[src/rtl/signal_engine.sv]
// Hysteresis position engine: turns the Q16.16 (ret, ema) feature stream into
// buy/sell orders through a single registered order slot, with post-exit cooldown.
module signal_engine #(
  parameter logic signed [31:0] ENTRY_TH = 32'sh0000_0800,
  parameter logic signed [31:0] EXIT_TH  = 32'sh0000_0200,
  parameter int unsigned        HOLDOFF  = 4,
  parameter int unsigned        QTY      = 1,
  localparam int unsigned       CW       = (HOLDOFF > 0) ? $clog2(HOLDOFF + 1) : 1
) (
  input  logic               clk,
  input  logic               rst_n,
  input  logic               feat_valid,
  output logic               feat_ready,
  input  logic signed [31:0] ret_in,
  input  logic signed [31:0] ema_in,
  input  logic               halt,
  output logic               order_valid,
  input  logic               order_ready,
  output logic               order_side,
  output logic [7:0]         order_qty,
  output logic [15:0]        order_seq,
  output logic [1:0]         pos_state,
  output logic [CW-1:0]      cooldown
);

  typedef enum logic [1:0] {
    FLAT  = 2'b00,
    LONG  = 2'b01,
    SHORT = 2'b10
  } state_t;

  localparam logic signed [31:0] NEG_ENTRY = -ENTRY_TH;
  localparam logic signed [31:0] NEG_EXIT  = -EXIT_TH;
  localparam logic [CW-1:0]      HOLD      = CW'(HOLDOFF);
  localparam logic [7:0]         QTY1      = 8'(QTY);
  localparam logic [7:0]         QTY2      = 8'(2 * QTY);

  state_t        state;
  state_t        state_nxt;
  logic [CW-1:0] cd_nxt;
  logic          emit;
  logic          emit_side;
  logic [7:0]    emit_qty;
  logic          slot_free;
  logic          accept;

  assign slot_free  = !order_valid || order_ready;
  assign feat_ready = slot_free && !halt;
  assign accept     = feat_valid && feat_ready;
  assign pos_state  = state;

  // halt never coexists with accept, so the flatten path and the sample path are exclusive
  always_comb begin
    state_nxt = state;
    cd_nxt    = cooldown;
    emit      = 1'b0;
    emit_side = 1'b0;
    emit_qty  = '0;
    if (halt) begin
      if (state != FLAT && slot_free) begin
        emit      = 1'b1;
        emit_side = (state == SHORT);
        emit_qty  = QTY1;
        state_nxt = FLAT;
        cd_nxt    = HOLD;
      end
    end else if (accept) begin
      cd_nxt = (cooldown != '0) ? cooldown - CW'(1) : cooldown;
      case (state)
        FLAT: begin
          if (cooldown == '0) begin
            if (ema_in > ENTRY_TH && ret_in >= 32'sd0) begin
              emit      = 1'b1;
              emit_side = 1'b1;
              emit_qty  = QTY1;
              state_nxt = LONG;
            end else if (ema_in < NEG_ENTRY && ret_in <= 32'sd0) begin
              emit      = 1'b1;
              emit_side = 1'b0;
              emit_qty  = QTY1;
              state_nxt = SHORT;
            end
          end
        end
        LONG: begin
          if (ema_in < NEG_ENTRY) begin
            emit      = 1'b1;
            emit_side = 1'b0;
            emit_qty  = QTY2;
            state_nxt = SHORT;
          end else if (ema_in < EXIT_TH) begin
            emit      = 1'b1;
            emit_side = 1'b0;
            emit_qty  = QTY1;
            state_nxt = FLAT;
            cd_nxt    = HOLD;
          end
        end
        SHORT: begin
          if (ema_in > ENTRY_TH) begin
            emit      = 1'b1;
            emit_side = 1'b1;
            emit_qty  = QTY2;
            state_nxt = LONG;
          end else if (ema_in > NEG_EXIT) begin
            emit      = 1'b1;
            emit_side = 1'b1;
            emit_qty  = QTY1;
            state_nxt = FLAT;
            cd_nxt    = HOLD;
          end
        end
        default: state_nxt = FLAT;
      endcase
    end
  end

  always_ff @(posedge clk or negedge rst_n) begin
    if (!rst_n) begin
      state       <= FLAT;
      cooldown    <= '0;
      order_valid <= 1'b0;
      order_side  <= 1'b0;
      order_qty   <= '0;
      order_seq   <= '0;
    end else begin
      state    <= state_nxt;
      cooldown <= cd_nxt;
      // emit is only possible with a free slot, so loading here also covers consume+emit
      if (emit) begin
        order_valid <= 1'b1;
        order_side  <= emit_side;
        order_qty   <= emit_qty;
        order_seq   <= order_seq + 16'd1;
      end else if (order_ready) begin
        order_valid <= 1'b0;
      end
    end
  end

endmodule

[config.mk]
export PLATFORM = sky130hd
export DESIGN_NAME = signal_engine
export DESIGN_NICKNAME = d
export VERILOG_FILES = /design/src/rtl/signal_engine.sv
export SDC_FILE = /design/constraint.sdc
export NUM_CORES = 1
export LEC_CHECK = 0
export BUFFER_PORTS_ARGS = -buffer_cell sky130_fd_sc_hd__buf_2
export CAP_MARGIN = 20
export CORE_UTILIZATION = 25
export CTS_CLUSTER_SIZE = 28
export DETAILED_ROUTE_END_ITERATION = 8
export PLACE_DENSITY_LB_ADDON = 0.15
export SYNTH_ARGS = -nofsm -noshare
export SYNTH_HDL_FRONTEND = slang
export SYNTH_SLANG_ARGS = --single-unit
[constraint.sdc]
create_clock -name clk -period 5.4 [get_ports clk]
set_clock_uncertainty 0.05 [all_clocks]
set_input_delay 0.54 -clock clk [delete_from_list [all_inputs] [get_ports clk]]
set_output_delay 0.54 -clock clk [all_outputs]
set_load 0.01 [all_outputs]
==> flow_summary.ini, run 1 <==
[timing]
fin_tns_setup_ps = 0
post-route-min-period_ps = 2980
rsz0062_at_grt = false
fmax_ghz = 0.335
hold_slack_ps = 185
worstMarginPinSlew_ps = 1020
period_share_pct = 55.2
setup_slack_ps = 2420
setup_violations = 0
max_slew_margin_pct = 31.9
maxSlewViolCount = 0
hold_viol_final = 0

[synth]
synth-seq-cells = 25
synth_xor_area_share_pct = 7.51
syn-cell-area_um2 = 1750
ys_seq_area_share_pct = 35.7
synth_cell_type_count = 50
yosys.area_share.adder_pct = 5.00
synth_ff_type = dfrtp_1
muxShareOfSynthArea_pct = 2.00
synth.avg_cell_area_um2 = 8.93
synth-simple-area-share_pct = 30.9
postSynth.asyncResetShare_pct = 100
netlist_instances = 196
synth_compound_area_share_pct = 11.5
synth_edf_count = 0
synth_top_family_by_area = simple AND/OR/NAND/NOR gates
ys_warn_count = 0

[critical_path]
crit_fanout = 22
crit_buf_inv = 1
cp-end-kind = flip-flop
required_ps = 5500
cp_common_cell = nor4_1
rrSetupSlack_ps = 2760
setup.worst_path.start_class = input pin
max_stage_delay_ps = 830
crit_arrival_ps = 3080
crit_family = compound AO/OA/AOI/OAI gates
path_class = input pin to flip-flop
path_cells = buf_2 > nor4_1 > nand4b_1 > a2111oi_2 > nor3_1 > o21ba_1 > o22ai_2 > nor4_1 > xor2_1
slowest_stage = o22ai_2

[pwr]
p_clk_share_pct = 14.0
seqPwrFrac_pct = 36.4
p_leak_uw = 0.00109
power_density_nw_per_um2 = 356
switching_power_uw = 362
p_sw_share_pct = 43.7
power_frac_comb_pct = 49.6
max-vdd-ir-drop_mv = 0.103
p_int_uw = 468

[detailed_routing]
vias_per_cell = 4.54
drtIter0Drc = 61
ant_nets = 0
vias = 1744
drc = 0
drt-total-wl_mm = 4.66
wire_per_inst_um = 12.1
firstDrtPassIters = 4

[layout]
postLayoutCoreUtil_pct = 34.3
mostFrequentLayoutCell = buf_2
n_antenna_cell = 0
stdcell_count = 384
nNetsFinal = 365
syn2layout_area_growth_pct = 33.2
fillers = 762
final_cell_mix = 94 x buf_2, 25 x dfrtp_1, 15 x nor2_1, 15 x nor4_1, 13 x inv_1
drive_above_1_share_pct = 37.5

[grt]
grt_use_met3_pct = 1.92
grt_pass1_vias = 1703
overflow = 0
gr-usage-met2_pct = 21.5
grt_use_met1_pct = 18.0
grt_pass1_wl_mm = 7.71
grt_usage_pct = 12.8
grt.busiest_layer = met2
antenna_found_initial = 0
grt_start_max_net_pins = 26

[placed_design]
dp.cells = 380
gp_congestion = 0.867
dp_hpwl_mm = 3.81
place_ws_ps = 2060
port_buffers = 94

[clock_tree]
cts_resized = 0
cts-buffers-inserted = 3
htree_levels = 1
clk_latency_ps = 270
hold_buffers = 0
post_cts_buffers = 0
cts_sinks = 25
cts_buffer_depth = 2
cts_tree = built
clk_pin_slew_ps = 100
clockRootBuffer = clkbuf_8

[die]
die_h_um = 85.7
die_x_um = 85.7
core_area_um2 = 6790
num_rows = 30
io_pins = 101
start_util_pct = 25.8
fp.dieArea_um2 = 7340

[run_status]
status = finished clean

[min_path]
hold_path.class = input pin to asynchronous set/reset pin

[flow_run]
max_cap_violations = 0
==> cell usage after synthesis (2+ instances only) <==
library cell	instances	area (µm²)
nor4_1	15	93.8
xor2_1	11	96.3
nor3_1	9	45.0
o21ai_0	2	10.0
nor2b_1	4	25.0
ha_1	7	87.6
nor4_2	5	62.6
nand4_1	8	50.1
or4_1	4	30.0
and2_1	2	12.5
nor2_1	15	56.3
xnor2_1	4	35.0
a21oi_1	5	25.0
and3_1	2	12.5
inv_1	13	48.8
buf_4	7	52.6
nand2_1	12	45.0
nand3_1	12	60.1
dfrtp_1	25	626
o21ai_1	4	20.0
==> kinds of logic after synthesis <==
logic type | count (synthesis)
buffers and inverters | 24
adders and majority gates | 7
DFF | 25
and+or+nand+nor | 94
AOI/OAI and AO/OA | 27
xor gates and xnor gates | 15
muxes | 3
other | 1
==> registers in the layout (all words and copies together), names as in the netlist <==
signal and cells:
cooldown 3, order_seq 16, order_valid 1, order_qty 2, pos_state 2, order_side 1
==> power by group through the flow <==
stage	logic (µW)	registers (µW)	clock network, µW
after global placement	411	309	0
final	412	302	116
after detailed placement	411	308	0
after global routing	461	314	130
after floorplan	248	324	0
after CTS	414	305	121
==> metrics by stage <==
stage	power, µW	instance area [µm²]
4_1_cts	839	2330
6_report	830	2330
3_5_place_dp	720	2280
5_1_grt	905	2330
3_3_place_gp	719	2280
2_1_floorplan	572	1770
==> worst register-to-register path, cell delays in order (launching register included) <==
cell and delay, ps:
dfrtp_1 450, inv_1 110, ha_1 300, nor3b_2 140, a211o_1 290, o22ai_2 800, nor4_1 190, xor2_1 190
==> final cells by class <==
type	instances	area [µm²]	share of cell area, %
tap	96	120	5.15
multi-input combinational	152	1020	43.7
timing repair buffer	94	470	20.2
sequential	25	626	26.8
inverter	13	48.8	2.09
clock buffer	3	41.3	1.77
clock inverter	1	7.51	0.322
==> metal layers <==
metal | vias up | routed length (µm)
li1 | 892 | -
met1 | 801 | 2220
met2 | 51 | 2250
met3 | 0 | 182
met4 | 0 | 0
met5 | - | 0
==> final timing paths <==
| check | start | endpoint | depth (start not counted) |
|---|---|---|---|
| max | ema_in[3] | order_seq[15] | 9 |
| min | rst_n | order_seq[6] | 1 |
| max reg2reg | pos_state[0] | order_seq[15] | 7 |
| min reg2reg | order_seq[15] | order_seq[15] | 1 |
| max in group asynchronous | rst_n | order_seq[15] | 1 |
| min in group clk | order_seq[15] | order_seq[15] | 1 |
No activity file was read; power rests on OpenSTA's default activity.
==> run 2: changes to the inputs <==
==> constraint.sdc (replaced) <==
create_clock -name clk -period 2.6 [get_ports clk]
set_clock_uncertainty 0.05 [all_clocks]
set_input_delay 0.26 -clock clk [delete_from_list [all_inputs] [get_ports clk]]
set_output_delay 0.26 -clock clk [all_outputs]
set_load 0.01 [all_outputs]
==> run 2 against run 1 <==
Compared with the run above:
- utilization increased by 0.96 points
- final cell count increased by 1.8%
- worst setup slack got worse by 2100 ps
- clock power increased by 110%
==> flow_summary.ini, run 2 (synthesis results as in run 1) <==
[pwr]
p_int_uw = 1020
max-vdd-ir-drop_mv = 0.297
p_leak_uw = 0.00114
p_clk_share_pct = 13.5
seqPwrFrac_pct = 35.2
switching_power_uw = 759
p_sw_share_pct = 42.6
power_frac_comb_pct = 51.3
fin_total_pwr_uw = 1780
power_density_nw_per_um2 = 743

[clock_tree]
cts_tree = built
clockRootBuffer = clkbuf_8
post_cts_buffers = 0
clk_latency_ps = 270
cts-buffers-inserted = 3
clk_pin_slew_ps = 90
cts_sinks = 25
htree_levels = 1
cts_buffer_depth = 2

[die]
die_h_um = 85.7
num_rows = 30
core_area_um2 = 6790
die_x_um = 85.7
start_util_pct = 25.8
fp.dieArea_um2 = 7340
io_pins = 101

[critical_path]
slowest_stage = dfrtp_1
path_class = flip-flop to flip-flop
crit_fanout = 22
path_cells = inv_1 > ha_1 > nor2b_1 > nand2_1 > o21ba_1 > o22ai_2 > buf_12 > nor4_1 > xor2_1
cp-end-kind = flip-flop
max_stage_delay_ps = 390
crit_arrival_ps = 2430
required_ps = 2750
setup.worst_path.start_class = flip-flop

[timing]
fin_tns_setup_ps = 0
fmax_ghz = 0.439
worstMarginPinSlew_ps = 548
hold_viol_final = 0
setup_violations = 0
maxSlewViolCount = 0
post-route-min-period_ps = 2280
rsz0062_at_grt = false
max_slew_margin_pct = 63.5
period_share_pct = 87.7

[run_status]
status = finished clean

[detailed_routing]
drtIter0Drc = 69
vias_per_cell = 4.55
drt-total-wl_mm = 4.68
wire_per_inst_um = 12.0
drc = 0
firstDrtPassIters = 4
ant_nets = 0
vias = 1779

[grt]
grt.busiest_layer = met2
grt_usage_pct = 13.3
grt_pass1_vias = 1687
gr-usage-met2_pct = 21.2
overflow = 0
grt_use_met3_pct = 1.83
grt_use_met1_pct = 18.4
grt_start_max_net_pins = 26
grt_pass1_wl_mm = 7.76
antenna_found_initial = 0

[layout]
largest-register = order_seq
syn2layout_area_growth_pct = 37.0
largest_register_ffs = 16
postLayoutCoreUtil_pct = 35.3
drive_above_1_share_pct = 38.6
final_cell_mix = 94 x buf_2, 25 x dfrtp_1, 15 x nor2_1, 15 x nor4_1, 13 x inv_1
mostFrequentLayoutCell = buf_2
largestRegisters = order_seq (16), cooldown (3)
fillers = 719
n_antenna_cell = 0
nNetsFinal = 372

[placed_design]
gp_congestion = 0.823
dp_hpwl_mm = 3.92
port_buffers = 94

[min_path]
hold_path.class = input pin to flip-flop

[flow_run]
max_cap_violations = 0
-- run 2: what timing repair did --
action / in CTS / in global routing
hold buffers: 1 / 0
resized for setup: 0 / 0
hold endpoints to repair: 25 / 0
endpoints found under the setup margin: 0 / 0
-- run 2: per-stage QoR --
step / area [µm²] / hold WS, ps / cells / setup WS, ps
floorplan: 1770 / -85.6 / 201 / 312
global placement: 2340 / 243 / 386 / 58.2
detailed placement: 2340 / 244 / 386 / 43.7
CTS: 2400 / 229 / 391 / 313
global route: 2400 / 234 / 391 / 120
finish: 2400 / 245 / 391 / 320
-- run 2: cell type report --
class                      count  area, µm²  share of cell area (%)
timing repair buffer         101        538                    22.4
multi-input combinational    152       1020                    42.5
clock inverter                 1       5.00                   0.209
tap                           96        120                    5.01
clock buffer                   3       41.3                    1.72
sequential                    25        626                    26.1
inverter                      13       48.8                    2.04
-- run 2: path summary, 6_finish.rpt --
| check | start | end | slack [ps] | cells past startpoint |
|---|---|---|---|---|
| min | order_ready | order_valid | 250 | 3 |
| max reg2reg | cooldown[0] | order_seq[15] | 320 | 9 |
| min in group asynchronous | rst_n | order_seq[6] | 450 | 2 |
| max in group asynchronous | rst_n | pos_state[1] | 1690 | 2 |
| min reg2reg | order_seq[15] | order_seq[15] | 420 | 1 |
| max | cooldown[0] | order_seq[15] | 320 | 9 |
-- run 2: layer usage --
| layer | wire length [µm] | vias to the layer above |
|---|---|---|
| met5 | 0 | - |
| met4 | 25 | 0 |
| met3 | 206 | 2 |
| met2 | 2160 | 49 |
| met1 | 2290 | 820 |
| li1 | - | 908 |
-- run 2: power by group through the flow --
stage                     clock network (µW)  registers (µW)  logic (µW)
after CTS                                252             629         919
after detailed placement                   0             638         910
after floorplan                            0             673         516
final                                    240             626         914
after global placement                     0             637         909
after global routing                     270             652        1030
-- run 2: worst max-delay path: cells and delay by family (launching register included) --
| family | cells | cell delay (ps) |
|---|---|---|
| xor gates and xnor gates | 1 | 180 |
| AOI/OAI and AO/OA | 2 | 380 |
| adders and majority gates | 1 | 170 |
| DFF | 1 | 390 |
| and+or+nand+nor | 3 | 740 |
| buffers and inverters | 2 | 280 |
==> run 3: changes to the inputs <==
--- a/config.mk
+++ b/config.mk
@@ -5,11 +5,11 @@
 export SDC_FILE = /design/constraint.sdc
 export NUM_CORES = 1
 export LEC_CHECK = 0
-export BUFFER_PORTS_ARGS = -buffer_cell sky130_fd_sc_hd__buf_2
 export CAP_MARGIN = 20
 export CORE_UTILIZATION = 25
 export CTS_CLUSTER_SIZE = 28
 export DETAILED_ROUTE_END_ITERATION = 8
+export DONT_BUFFER_PORTS = 1
 export PLACE_DENSITY_LB_ADDON = 0.15
 export SYNTH_ARGS = -nofsm -noshare
 export SYNTH_HDL_FRONTEND = slang
==> run 3 against run 2 <==
Compared with the run above:
- maximum frequency fell by 2.5%
- sequential share of layout area rose by 5.7 points
- utilization fell by 6.3 points
- global-route usage fell by 1.9 points
- sequential cell count did not move
- non-clock buffer count fell by 90
- clock power fell by 6%
- worst setup slack got worse by 59 ps
- cell area fell by 18%
- die area did not move
- critical path type unchanged
- highest routed layer unchanged
==> flow_summary.ini, run 3 (synthesis results as in run 1) <==
[run_status]
status = finished clean

[critical_path]
path_class = flip-flop to flip-flop
crit_fanout = 22
setup.worst_path.start_class = flip-flop
reg2reg_from = cooldown[0]
required_ps = 2740
r2r.worst_path.cells = 9
cp-end-kind = flip-flop
crit_arrival_ps = 2480
rrSetupSlack_ps = 260
reg2reg_to = order_seq[15]
crit_start = cooldown[0]

[layout]
largest_register_ffs = 16
drive_above_1_share_pct = 11.2
fillers = 716
mostFrequentLayoutCell = dfrtp_1
final_area_um2 = 1970
final_cell_mix = 25 x dfrtp_1, 15 x nor2_1, 15 x nor4_1
largestRegisters = order_seq (16), cooldown (3)
n_antenna_cell = 0
largest-register = order_seq
nNetsFinal = 282
syn2layout_area_growth_pct = 12.4

[grt]
grt_pass1_wl_mm = 6.68
antenna_found_initial = 0
grt_usage_pct = 11.4
grt_pass1_vias = 1385
grt_start_max_net_pins = 26
overflow = 0

[placed_design]
gp_congestion = 0.823
dp_hpwl_mm = 3.42
place_ws_ps = 184
port_buffers = 0
placed_cell_area_um2 = 1890

[timing]
setup_violations = 0
hold_viol_final = 0
fmax_ghz = 0.428
post-route-min-period_ps = 2340
fin_tns_setup_ps = 0
period_share_pct = 90.0
maxSlewViolCount = 0
setup_slack_ps = 261
rsz0062_at_grt = false

[min_path]
hold_path.startpoint = halt
holdPathStages = 2
min_to = pos_state[0]
hold_path.class = input pin to flip-flop

[die]
io_pins = 101
fp.dieArea_um2 = 7340
num_rows = 30
die_h_um = 85.7
core_area_um2 = 6790
start_util_pct = 25.8
die_x_um = 85.7

[clock_tree]
cts_sinks = 25
cts-buffers-inserted = 3
clk_pin_slew_ps = 80
cts_resized = 0
clk_latency_ps = 260
post_cts_buffers = 0
cts_buffer_depth = 2
cts_tree = built
htree_levels = 1
clockRootBuffer = clkbuf_8

[detailed_routing]
ant_nets = 0
drt-total-wl_mm = 4.26
drtIter0Drc = 62
wire_per_inst_um = 14.1
vias = 1463
drc = 0
vias_per_cell = 4.86
firstDrtPassIters = 4

[pwr]
p_sw_share_pct = 43.0
power_density_nw_per_um2 = 840
max-vdd-ir-drop_mv = 0.476
p_leak_uw = 0.000778
p_int_uw = 942
seqPwrFrac_pct = 41.7
power_frac_comb_pct = 44.7
p_clk_share_pct = 13.7
switching_power_uw = 711

[flow_run]
max_cap_violations = 0
-- run 3: cell types whose count changed in the layout (fill, tap and decap cells not counted), sizes merged --
cell | previous run | this run
buf | 100 | 10
clkbuf | 3 | 4
clkinv | 1 | 0
-- run 3: repair_timing --
item | in CTS | in global routing
endpoints found under the setup margin | 0 | 0
hold buffers | 2 | 0
hold endpoints to repair | 25 | 0
-- run 3: worst max path at each step --
stage / endpoint
floorplan: order_seq[1]
detailed placement: order_seq[1]
global route: order_seq[15]
global placement: order_seq[1]
finish: order_seq[15]
CTS: order_seq[15]
-- run 3: per-layer routing --
layer / vias to the layer above / global-route usage [%] / part of all wire [%] / wire length, µm
met3: 2 / 2.50 / 7.0 / 299
met1: 672 / 16.8 / 48 / 2050
li1: 732 / - / - / -
met2: 57 / 16.9 / 44 / 1880
met5: - / 0 / 0 / 0
met4: 0 / 2.73 / 0.54 / 23
-- run 3: critical path, stage by stage, from the launching register on --
cell and delay [ps]:
dfrtp_1 430, inv_1 140, ha_1 180, nor2b_1 270, nand2_1 100, o21ba_1 260
o22ai_2 110, buf_12 170, nor4_1 360, xor2_1 190
-- run 3: area by class of cell --
cell class,count,area (µm²),share of cell area (%)
Clock buffer,4,45.0,2.29
Timing Repair Buffer,11,110,5.59
Sequential cell,25,626,31.8
Tap cell,96,120,6.10
Inverter,13,48.8,2.48
Multi-Input combinational cell,152,1020,51.7
-- run 3: power groups by stage --
stage | Clock [µW] | Combinational (µW) | Sequential [µW]
after floorplan | 0 | 516 | 673
after global placement | 0 | 730 | 704
after detailed placement | 0 | 725 | 704
after CTS | 238 | 743 | 697
after global routing | 260 | 820 | 713
final | 226 | 739 | 689
-- run 3: stage by stage --
stage | utilization (%) | hold slack [ps] | cells | total power, µW
finish | 29.0 | 144 | 301 | 1650
global route | 29.0 | 158 | 301 | 1790
CTS | 29.0 | 144 | 301 | 1680
detailed placement | 27.9 | -85.2 | 295 | 1430
global placement | 27.9 | -85.1 | 295 | 1430
floorplan | - | -85.6 | 201 | 1190
